<file path="config.mk">
export PLATFORM = sky130hd
export DESIGN_NAME = vend_session_arbiter_flat
export DESIGN_NICKNAME = d
export VERILOG_FILES = /design/src/rtl/vend_session_arbiter_pkg.sv /design/src/rtl/vend_session_arbiter_if.sv /design/src/rtl/vend_session_arbiter_rr_pick.sv /design/src/rtl/vend_session_arbiter.sv /design/src/flat_wrapper.sv
export SDC_FILE = /design/constraint.sdc
export NUM_CORES = 1
export LEC_CHECK = 0
export ABC_AREA = 1
export CORE_MARGIN = 4
export CORE_UTILIZATION = 40
export DETAILED_ROUTE_END_ITERATION = 16
export PLACE_DENSITY = 0.71
export SLEW_MARGIN = 20
export SYNTH_ARGS = -nofsm -noshare
export SYNTH_HDL_FRONTEND = slang
export SYNTH_HIERARCHICAL = 1
export SYNTH_SLANG_ARGS = --single-unit
</file>
<file path="constraint.sdc">
create_clock -name clk -period 1.6 [get_ports clk]
set_input_delay 0.32 -clock clk [delete_from_list [all_inputs] [get_ports clk]]
set_output_delay 0.32 -clock clk [all_outputs]
set_load 0.01 [all_outputs]
</file>
<file path="src/rtl/vend_session_arbiter_pkg.sv">
// Shared definitions for the vending session arbiter and the VendingMachine core it fronts.
// Contents: arbiter FSM state type, bus field widths, the core's idle state code,
// product codes understood by the core, and the refund rule for aborted sessions.
package vend_session_arbiter_pkg;

  typedef enum logic [2:0] {
    StIdle,
    StLatch,
    StStart,
    StWait,
    StAbort,
    StDone
  } arb_state_e;

  localparam int unsigned ProductWidth = 3;
  localparam int unsigned CoinWidth    = 7;
  localparam int unsigned VmStateWidth = 4;
  localparam int unsigned TimerWidth   = 8;

  localparam logic [VmStateWidth-1:0] VM_IDLE_STATE = '0;

  // Product codes shared with the VendingMachine core.
  localparam logic [ProductWidth-1:0] PRODUCT_NONE   = 3'd0;
  localparam logic [ProductWidth-1:0] PRODUCT_WATER  = 3'd1;
  localparam logic [ProductWidth-1:0] PRODUCT_COLA   = 3'd2;
  localparam logic [ProductWidth-1:0] PRODUCT_JUICE  = 3'd3;
  localparam logic [ProductWidth-1:0] PRODUCT_COFFEE = 3'd4;
  localparam logic [ProductWidth-1:0] PRODUCT_TEA    = 3'd5;
  localparam logic [ProductWidth-1:0] PRODUCT_SNACK  = 3'd6;
  localparam logic [ProductWidth-1:0] PRODUCT_CANDY  = 3'd7;

  // Online payments were never taken as cash, so nothing is refunded for them.
  function automatic logic [CoinWidth-1:0] refund_value(input logic [CoinWidth-1:0] coin,
                                                        input logic                 online);
    return online ? '0 : coin;
  endfunction

endpackage

</file>
<file path="src/rtl/vend_session_arbiter_if.sv">
// Bus between requester panels, the session arbiter and the VendingMachine core.
// master: the environment side (panels + core) driving requests and core status.
// slave : the arbiter, driving grants, completion results and core controls.
//   req/req_product/req_coin/req_online/req_abort : per-panel request data (flattened)
//   grant/done/done_ok/done_change/busy            : session ownership and results
//   vm_*                                           : core control and status
interface vend_session_arbiter_if
  import vend_session_arbiter_pkg::*;
#(
  parameter int unsigned N_REQ = 4
);

  logic [N_REQ-1:0]              req;
  logic [ProductWidth*N_REQ-1:0] req_product;
  logic [CoinWidth*N_REQ-1:0]    req_coin;
  logic [N_REQ-1:0]              req_online;
  logic [N_REQ-1:0]              req_abort;

  logic [N_REQ-1:0]              grant;
  logic [N_REQ-1:0]              done;
  logic                          done_ok;
  logic [CoinWidth-1:0]          done_change;
  logic                          busy;

  logic                          vm_initiate;
  logic                          vm_abort;
  logic                          vm_payment_online;
  logic [ProductWidth-1:0]       vm_selected_product;
  logic [CoinWidth-1:0]          vm_coin_total_value;
  logic                          vm_dispense;
  logic [CoinWidth-1:0]          vm_change_to_return;
  logic [VmStateWidth-1:0]       vm_current_state;

  modport master (
    output req, req_product, req_coin, req_online, req_abort,
    output vm_dispense, vm_change_to_return, vm_current_state,
    input  grant, done, done_ok, done_change, busy,
    input  vm_initiate, vm_abort, vm_payment_online, vm_selected_product, vm_coin_total_value
  );

  modport slave (
    input  req, req_product, req_coin, req_online, req_abort,
    input  vm_dispense, vm_change_to_return, vm_current_state,
    output grant, done, done_ok, done_change, busy,
    output vm_initiate, vm_abort, vm_payment_online, vm_selected_product, vm_coin_total_value
  );

endinterface

</file>
<file path="src/rtl/vend_session_arbiter_rr_pick.sv">
// Combinational round-robin selector.
//   req        : requesting panels
//   last_grant : one-hot previous owner (all-zero treated as the top index)
//   pick       : one-hot winner, searching upward from last_grant+1 with wrap; zero if no req
module vend_session_arbiter_rr_pick #(
  parameter int unsigned N_REQ = 4
) (
  input  logic [N_REQ-1:0] req,
  input  logic [N_REQ-1:0] last_grant,
  output logic [N_REQ-1:0] pick
);

  int unsigned last_idx;
  logic        found;

  always_comb begin
    last_idx = N_REQ - 1;
    for (int unsigned i = 0; i < N_REQ; i++) begin
      if (last_grant[i]) last_idx = i;
    end

    pick  = '0;
    found = 1'b0;
    // First pass covers indices above the last owner, second pass wraps to the bottom.
    for (int unsigned i = 0; i < N_REQ; i++) begin
      if (!found && req[i] && (i > last_idx)) begin
        pick[i] = 1'b1;
        found   = 1'b1;
      end
    end
    for (int unsigned i = 0; i < N_REQ; i++) begin
      if (!found && req[i] && (i <= last_idx)) begin
        pick[i] = 1'b1;
        found   = 1'b1;
      end
    end
  end

endmodule

</file>
<file path="src/rtl/vend_session_arbiter.sv">
// Shares one VendingMachine core among N_REQ requester panels, one session at a time.
//   clk, rst : clock and asynchronous active-low reset
//   bus      : slave side of vend_session_arbiter_if (requests in, grant/done/core controls out)
// A session latches the winner's product/coin/online, pulses vm_initiate for INIT_CYCLES,
// then waits for dispense, owner abort or timeout, and reports the result with one done pulse.
module vend_session_arbiter
  import vend_session_arbiter_pkg::*;
#(
  parameter int unsigned N_REQ       = 4,
  parameter int unsigned INIT_CYCLES = 3,
  parameter int unsigned TIMEOUT     = 64
) (
  input  logic                 clk,
  input  logic                 rst,
  vend_session_arbiter_if.slave bus
);

  localparam logic [N_REQ-1:0]      LastGrantRst = N_REQ'(1) << (N_REQ - 1);
  localparam logic [TimerWidth-1:0] InitLast     = TimerWidth'(INIT_CYCLES - 1);
  localparam logic [TimerWidth-1:0] TimeoutLast  = TimerWidth'(TIMEOUT - 1);

  arb_state_e              state_q, state_d;
  logic [N_REQ-1:0]        owner_q, owner_d;
  logic [N_REQ-1:0]        grant_q, grant_d;
  logic [N_REQ-1:0]        last_grant_q, last_grant_d;
  logic [ProductWidth-1:0] prod_q, prod_d;
  logic [CoinWidth-1:0]    coin_q, coin_d;
  logic                    online_q, online_d;
  logic [TimerWidth-1:0]   init_cnt_q, init_cnt_d;
  logic [TimerWidth-1:0]   tmo_q, tmo_d;
  logic                    abort_pend_q, abort_pend_d;
  logic                    done_ok_q, done_ok_d;
  logic [CoinWidth-1:0]    done_change_q, done_change_d;

  logic [N_REQ-1:0]        pick;
  logic [ProductWidth-1:0] sel_product;
  logic [CoinWidth-1:0]    sel_coin;
  logic                    sel_online;
  logic                    owner_abort;

  vend_session_arbiter_rr_pick #(
    .N_REQ (N_REQ)
  ) u_rr_pick (
    .req        (bus.req),
    .last_grant (last_grant_q),
    .pick       (pick)
  );

  // Request data of the chosen owner, sampled only in LATCH.
  always_comb begin
    sel_product = '0;
    sel_coin    = '0;
    sel_online  = 1'b0;
    for (int unsigned i = 0; i < N_REQ; i++) begin
      if (owner_q[i]) begin
        sel_product = bus.req_product[ProductWidth*i +: ProductWidth];
        sel_coin    = bus.req_coin[CoinWidth*i +: CoinWidth];
        sel_online  = bus.req_online[i];
      end
    end
  end

  // Only the current owner's cancel is ever looked at.
  assign owner_abort = |(bus.req_abort & grant_q);

  always_comb begin
    state_d       = state_q;
    owner_d       = owner_q;
    grant_d       = grant_q;
    last_grant_d  = last_grant_q;
    prod_d        = prod_q;
    coin_d        = coin_q;
    online_d      = online_q;
    init_cnt_d    = init_cnt_q;
    tmo_d         = tmo_q;
    abort_pend_d  = abort_pend_q;
    done_ok_d     = done_ok_q;
    done_change_d = done_change_q;

    unique case (state_q)
      StIdle: begin
        if ((|bus.req) && (bus.vm_current_state == VM_IDLE_STATE)) begin
          owner_d = pick;
          state_d = StLatch;
        end
      end
      StLatch: begin
        prod_d       = sel_product;
        coin_d       = sel_coin;
        online_d     = sel_online;
        grant_d      = owner_q;
        init_cnt_d   = '0;
        abort_pend_d = 1'b0;
        state_d      = StStart;
      end
      StStart: begin
        // A cancel during initiation is remembered and acted on once in WAIT.
        if (owner_abort) abort_pend_d = 1'b1;
        if (init_cnt_q == InitLast) begin
          tmo_d   = '0;
          state_d = StWait;
        end else begin
          init_cnt_d = init_cnt_q + 1'b1;
        end
      end
      StWait: begin
        tmo_d = (tmo_q == '1) ? tmo_q : tmo_q + 1'b1;
        // Dispense takes priority over any cancel or timeout in the same cycle.
        if (bus.vm_dispense) begin
          done_ok_d     = 1'b1;
          done_change_d = bus.vm_change_to_return;
          state_d       = StDone;
        end else if (owner_abort || abort_pend_q || (tmo_q >= TimeoutLast)) begin
          state_d = StAbort;
        end
      end
      StAbort: begin
        if (bus.vm_current_state == VM_IDLE_STATE) begin
          done_ok_d     = 1'b0;
          done_change_d = refund_value(coin_q, online_q);
          state_d       = StDone;
        end
      end
      StDone: begin
        last_grant_d = grant_q;
        grant_d      = '0;
        state_d      = StIdle;
      end
      default: state_d = StIdle;
    endcase
  end

  always_ff @(posedge clk or negedge rst) begin
    if (!rst) begin
      state_q       <= StIdle;
      owner_q       <= '0;
      grant_q       <= '0;
      last_grant_q  <= LastGrantRst;
      prod_q        <= '0;
      coin_q        <= '0;
      online_q      <= 1'b0;
      init_cnt_q    <= '0;
      tmo_q         <= '0;
      abort_pend_q  <= 1'b0;
      done_ok_q     <= 1'b0;
      done_change_q <= '0;
    end else begin
      state_q       <= state_d;
      owner_q       <= owner_d;
      grant_q       <= grant_d;
      last_grant_q  <= last_grant_d;
      prod_q        <= prod_d;
      coin_q        <= coin_d;
      online_q      <= online_d;
      init_cnt_q    <= init_cnt_d;
      tmo_q         <= tmo_d;
      abort_pend_q  <= abort_pend_d;
      done_ok_q     <= done_ok_d;
      done_change_q <= done_change_d;
    end
  end

  assign bus.grant               = grant_q;
  assign bus.done                = (state_q == StDone) ? grant_q : '0;
  assign bus.done_ok             = done_ok_q;
  assign bus.done_change         = done_change_q;
  assign bus.busy                = (state_q != StIdle);
  assign bus.vm_initiate         = (state_q == StStart);
  assign bus.vm_abort            = (state_q == StAbort);
  assign bus.vm_payment_online   = online_q;
  assign bus.vm_selected_product = prod_q;
  assign bus.vm_coin_total_value = coin_q;

endmodule

</file>
<file path="src/flat_wrapper.sv">
// flat-port wrapper written by rule: the top's interface ports become plain ports
module vend_session_arbiter_flat import vend_session_arbiter_pkg::*;
#(
  parameter int unsigned N_REQ       = 4,
  parameter int unsigned INIT_CYCLES = 3,
  parameter int unsigned TIMEOUT     = 64
)
  (clk, rst, bus_req, bus_req_product, bus_req_coin, bus_req_online, bus_req_abort, bus_vm_dispense, bus_vm_change_to_return, bus_vm_current_state, bus_grant, bus_done, bus_done_ok, bus_done_change, bus_busy, bus_vm_initiate, bus_vm_abort, bus_vm_payment_online, bus_vm_selected_product, bus_vm_coin_total_value);
  vend_session_arbiter_if #(.N_REQ(N_REQ)) bus_i ();
  input  logic clk;
  input  logic rst;
  input wire logic [$bits(bus_i.req)-1:0] bus_req;
  input wire logic [$bits(bus_i.req_product)-1:0] bus_req_product;
  input wire logic [$bits(bus_i.req_coin)-1:0] bus_req_coin;
  input wire logic [$bits(bus_i.req_online)-1:0] bus_req_online;
  input wire logic [$bits(bus_i.req_abort)-1:0] bus_req_abort;
  input wire logic [$bits(bus_i.vm_dispense)-1:0] bus_vm_dispense;
  input wire logic [$bits(bus_i.vm_change_to_return)-1:0] bus_vm_change_to_return;
  input wire logic [$bits(bus_i.vm_current_state)-1:0] bus_vm_current_state;
  output wire logic [$bits(bus_i.grant)-1:0] bus_grant;
  output wire logic [$bits(bus_i.done)-1:0] bus_done;
  output wire logic [$bits(bus_i.done_ok)-1:0] bus_done_ok;
  output wire logic [$bits(bus_i.done_change)-1:0] bus_done_change;
  output wire logic [$bits(bus_i.busy)-1:0] bus_busy;
  output wire logic [$bits(bus_i.vm_initiate)-1:0] bus_vm_initiate;
  output wire logic [$bits(bus_i.vm_abort)-1:0] bus_vm_abort;
  output wire logic [$bits(bus_i.vm_payment_online)-1:0] bus_vm_payment_online;
  output wire logic [$bits(bus_i.vm_selected_product)-1:0] bus_vm_selected_product;
  output wire logic [$bits(bus_i.vm_coin_total_value)-1:0] bus_vm_coin_total_value;
  assign bus_i.req = bus_req;
  assign bus_i.req_product = bus_req_product;
  assign bus_i.req_coin = bus_req_coin;
  assign bus_i.req_online = bus_req_online;
  assign bus_i.req_abort = bus_req_abort;
  assign bus_i.vm_dispense = bus_vm_dispense;
  assign bus_i.vm_change_to_return = bus_vm_change_to_return;
  assign bus_i.vm_current_state = bus_vm_current_state;
  assign bus_grant = bus_i.grant;
  assign bus_done = bus_i.done;
  assign bus_done_ok = bus_i.done_ok;
  assign bus_done_change = bus_i.done_change;
  assign bus_busy = bus_i.busy;
  assign bus_vm_initiate = bus_i.vm_initiate;
  assign bus_vm_abort = bus_i.vm_abort;
  assign bus_vm_payment_online = bus_i.vm_payment_online;
  assign bus_vm_selected_product = bus_i.vm_selected_product;
  assign bus_vm_coin_total_value = bus_i.vm_coin_total_value;
  vend_session_arbiter #(.N_REQ(N_REQ), .INIT_CYCLES(INIT_CYCLES), .TIMEOUT(TIMEOUT)) u_core (.clk(clk), .rst(rst), .bus(bus_i));
endmodule
</file>
==> impl_metrics.yaml <==
outcome:
  status: "finished with violations"
  failed_checks: "negative hold slack, negative setup slack"
worst_setup_path:
  timing.critical_path.slowest_stage_cell: "dfrtp_2"
  ff2ff_path_depth: 8
  worstSetupEndpointType: "output port"
  r2r_start: "u_core/state_q[1]$_DFFE_PN0P_"
  r2r_slack_ns: 0.02
  timing.critical_path.from_type: "register"
  cp_cell_sequence: "buf_6 -> nor2_4 -> nand2_4 -> nor2_2 -> buf_2"
  critPathKind: "register to output port"
  crit_required_ns: 1.28
  critical_path_arrival_ns: 1.33
  timing.rr.end: "u_core/bus.vm_coin_total_value[2]$_DFFE_PN0P_"
  critical_path.max_stage_delay_ns: 0.46
  path_max_fanout: 5
  critPathLaunch: "u_core/state_q[1]$_DFFE_PN0P_"
placement:
  placement.io_buffers: 95
  post-dp-hpwl_um: 6730
  routabilityCongestion: 0.864
  placed_cells: 604
synth:
  post_synth_edffs: 0
  synth_top_flop_cell: "dfrtp_1"
  ys_warn_count: 6
  syn_inst: 400
  synth.yosys.seq_area_share_pct: 42.1
  synth.cell_area_um2: 3030
  synth.net_count: 469
  synth.avg_cell_area_um2: 7.58
  synthArstFlopShare_pct: 100
  synth-seq-cells: 51
  netlist-cell-type-count: 38
final_layout:
  design.final.nets: 596
  area_delta_synth_final_pct: 48.9
  final.fill_count: 675
  area_of_the_multi_input_gates_um2: 1600
  ff_latch_area_um2: 1280
  layout-drive-gt1-share_pct: 20.5
  insertedDiodeCount: 0
  post_layout_nonfiller_instances: 627
timing:
  tns_ns: -0.164
  timing.slew.headroom_pct: 71.7
  finalWorstPathRequiredPeriod_ns: 1.65
  worst_pin_slew_ns: 0.425
  finalClockSkew_ns: 0.00486
  layout_setup_ws_ns: -0.0466
  fin_crit_sh_pct: 103
  drv_slew: 0
  timing.final.setup_violations: 5
  timing.fmax_mhz: 607
  final.hold.worst_slack_ns: -0.00224
  hold_violations: 3
  rsz0062_at_grt: "true"
power_and_ir_drop:
  post-layout-total-power_uw: 7290
  power_dens_cells_nw_per_um2: 1610
  max-vdd-ir-drop_mv: 0.739
  power.static_leakage_uw: 0.00217
job:
  max-cap-violations: 0
grt:
  antenna_found_initial: 0
  grtUsageTotal_pct: 19.9
  first_global_vias: 3036
  grt_remaining_overflow: 0
  grt_first_pass_wirelength_um: 14200
  largest_net_degree_at_the_start_of_global_routing: 52
drt:
  final_antenna_net_count: 0
  total_number_of_vias: 3236
  drt_first_pass_iters: 4
  drt_iter0_drc: 157
  route.detailed.vias_per_inst: 5.16
  drc_violations: 0
  drt-wirelength-per-cell_um: 14.7
  totalWireLength_um: 9210
die:
  die_h_um: 95.1
  number_of_top_level_pins: 96
  placementRows: 31
  floorplan.initialDensity_pct: 41.6
  fp.dieW_um: 95.1
  design.die.area_um2: 9040
  fp.coreArea_um2: 7290
cts:
  worst_skew_late_latency_ns: 0.30
  clk_pin_slew_worst_paths_ns: 0.10
  cts_tree: "yes"
  sink_count: 51
  ctsHtreeMaxLevel: 2
  clock_tree.buffer_depth: 2
  cts_made_buffers: 5
  ctsRootBufferMaster: "clkbuf_8"
min_path:
  timing.hold.worst.class: "primary input to asynchronous set/reset pin"
-- state kept, by name (all words and copies together), names as in the netlist --
signal and cells:
u_core/bus.vm_payment_online 1, u_core/bus.done_ok 1, u_core/abort_pend_q 1, u_core/bus.done_change 7, u_core/state_q 3, u_core/tmo_q 8
u_core/last_grant_q 4, u_core/owner_q 4, u_core/bus.vm_selected_product 3, u_core/bus.vm_coin_total_value 7, u_core/bus.grant 4, u_core/init_cnt_q 8
-- metrics by stage --
step / setup slack [ns] / cell area [um^2] / utilization, %
2_1_floorplan: 0.180 / 3030 / -
3_3_place_gp: -0.266 / 4210 / 57.7
3_5_place_dp: -0.320 / 4210 / 57.7
4_1_cts: -0.0321 / 4360 / 59.8
5_1_grt: -0.110 / 4520 / 61.9
6_report: -0.0466 / 4520 / 61.9
-- repair_timing --
item / in CTS / in global routing
gates cloned: 0 / 1
pin swaps: 3 / 8
resized for setup: 39 / 33
hold endpoints to repair: 0 / 0
endpoints found under the setup margin: 9 / 37
buffers inserted: 8 / 7
hold buffers: 0 / 0
-- worst max-delay path by stage --
stage	to	slack, ns
6_report	bus_done[0]	-0.05
5_1_grt	bus_done[0]	-0.11
4_1_cts	bus_done[0]	-0.03
3_5_place_dp	u_core/bus.done_change[3]$_DFFE_PN0P_	-0.32
3_3_place_gp	u_core/bus.done_change[3]$_DFFE_PN0P_	-0.27
2_1_floorplan	bus_done[0]	0.18
-- cell type report --
type	count	area share, %
clock inverter	2	0.277
sequential	51	28.3
inverter	44	3.93
timing repair buffer	131	27.6
multi-input combinational	294	35.5
tap	99	2.74
clock buffer	6	1.61
-- metal layers --
| layer | part of all wire (%) | global-route usage (%) | up-vias |
|---|---|---|---|
| met4 | 1.1 | 4.93 | 0 |
| li1 | - | - | 1582 |
| met2 | 49 | 33.2 | 100 |
| met3 | 6.6 | 3.55 | 10 |
| met1 | 44 | 26.7 | 1544 |
| met5 | 0 | 0 | - |
-- critical path: cells and delay by family, from the launching register on --
| kind | cells | cell delay [ns] |
|---|---|---|
| and+or+nand+nor | 3 | 0.30 |
| buffers and inverters | 2 | 0.26 |
| DFF | 1 | 0.46 |
-- where the power goes --
part           switching [uW]  leakage (uW)  internal (uW)
Clock                     431     0.0000412            307
Combinational            2410       0.00147           2000
Sequential                381      0.000656           1770
-- cell usage after synthesis, types with 2 or more instances --
library cell    n  area, um^2
buf_4           2        15.0
o21ai_1         5        25.0
clkbuf_1        6        22.5
nor2_2          6        37.5
nand2_1       106         398
nand4_1         7        43.8
inv_2           7        26.3
inv_4           2        12.5
o22ai_1         6        37.5
ha_1            3        37.5
buf_6           2        22.5
nor2_1         29         109
o21ai_0        27         135
dfrtp_1        50        1250
o21ai_2         5        43.8
nand2_4         3        33.8
inv_1          33         124
nand3_1        43         215
o211ai_1       15         113
xor2_1          4        35.0
nor3_1          2        10.0
nand2_2         6        37.5
buf_2           2        10.0
nand3_2         2        20.0
nand3_4         2        35.0
a21oi_1        13        65.1
-- cells by family after synthesis --
kind of cell | Yosys count | share of synthesized area (%)
fa+ha+maj | 3 | 1.24
simple gates | 208 | 31.6
flops | 51 | 42.1
compound gates | 77 | 15.6
xor+xnor | 5 | 1.44
buf+inv | 56 | 7.96
-- cell usage in the layout, fill, tap and decap left out, types with 2 or more instances in the layout --
master,Yosys,final
nor2_1,29,20
o22ai_1,6,6
buf_2,2,5
dlymetal6s2s_1,0,6
o21ai_1,5,6
a21oi_1,13,13
nor2_2,6,14
nor2_4,1,2
o21ai_2,5,4
nor3_1,2,2
nand3_1,43,42
clkdlybuf4s50_1,0,80
buf_4,2,28
nand3_4,2,3
nand2_2,6,6
clkbuf_8,0,5
o21ai_0,27,26
buf_6,2,9
clkinv_2,1,3
xor2_1,4,4
inv_2,7,7
dfrtp_1,50,48
ha_1,3,3
dfrtp_2,0,2
nand2_1,106,103
nand4_1,7,7
nand3_2,2,2
inv_4,2,2
o21ai_4,1,2
inv_1,33,31
o211ai_1,15,15
nand2_4,3,6
Note: power is estimated with default switching activity, not from simulation.
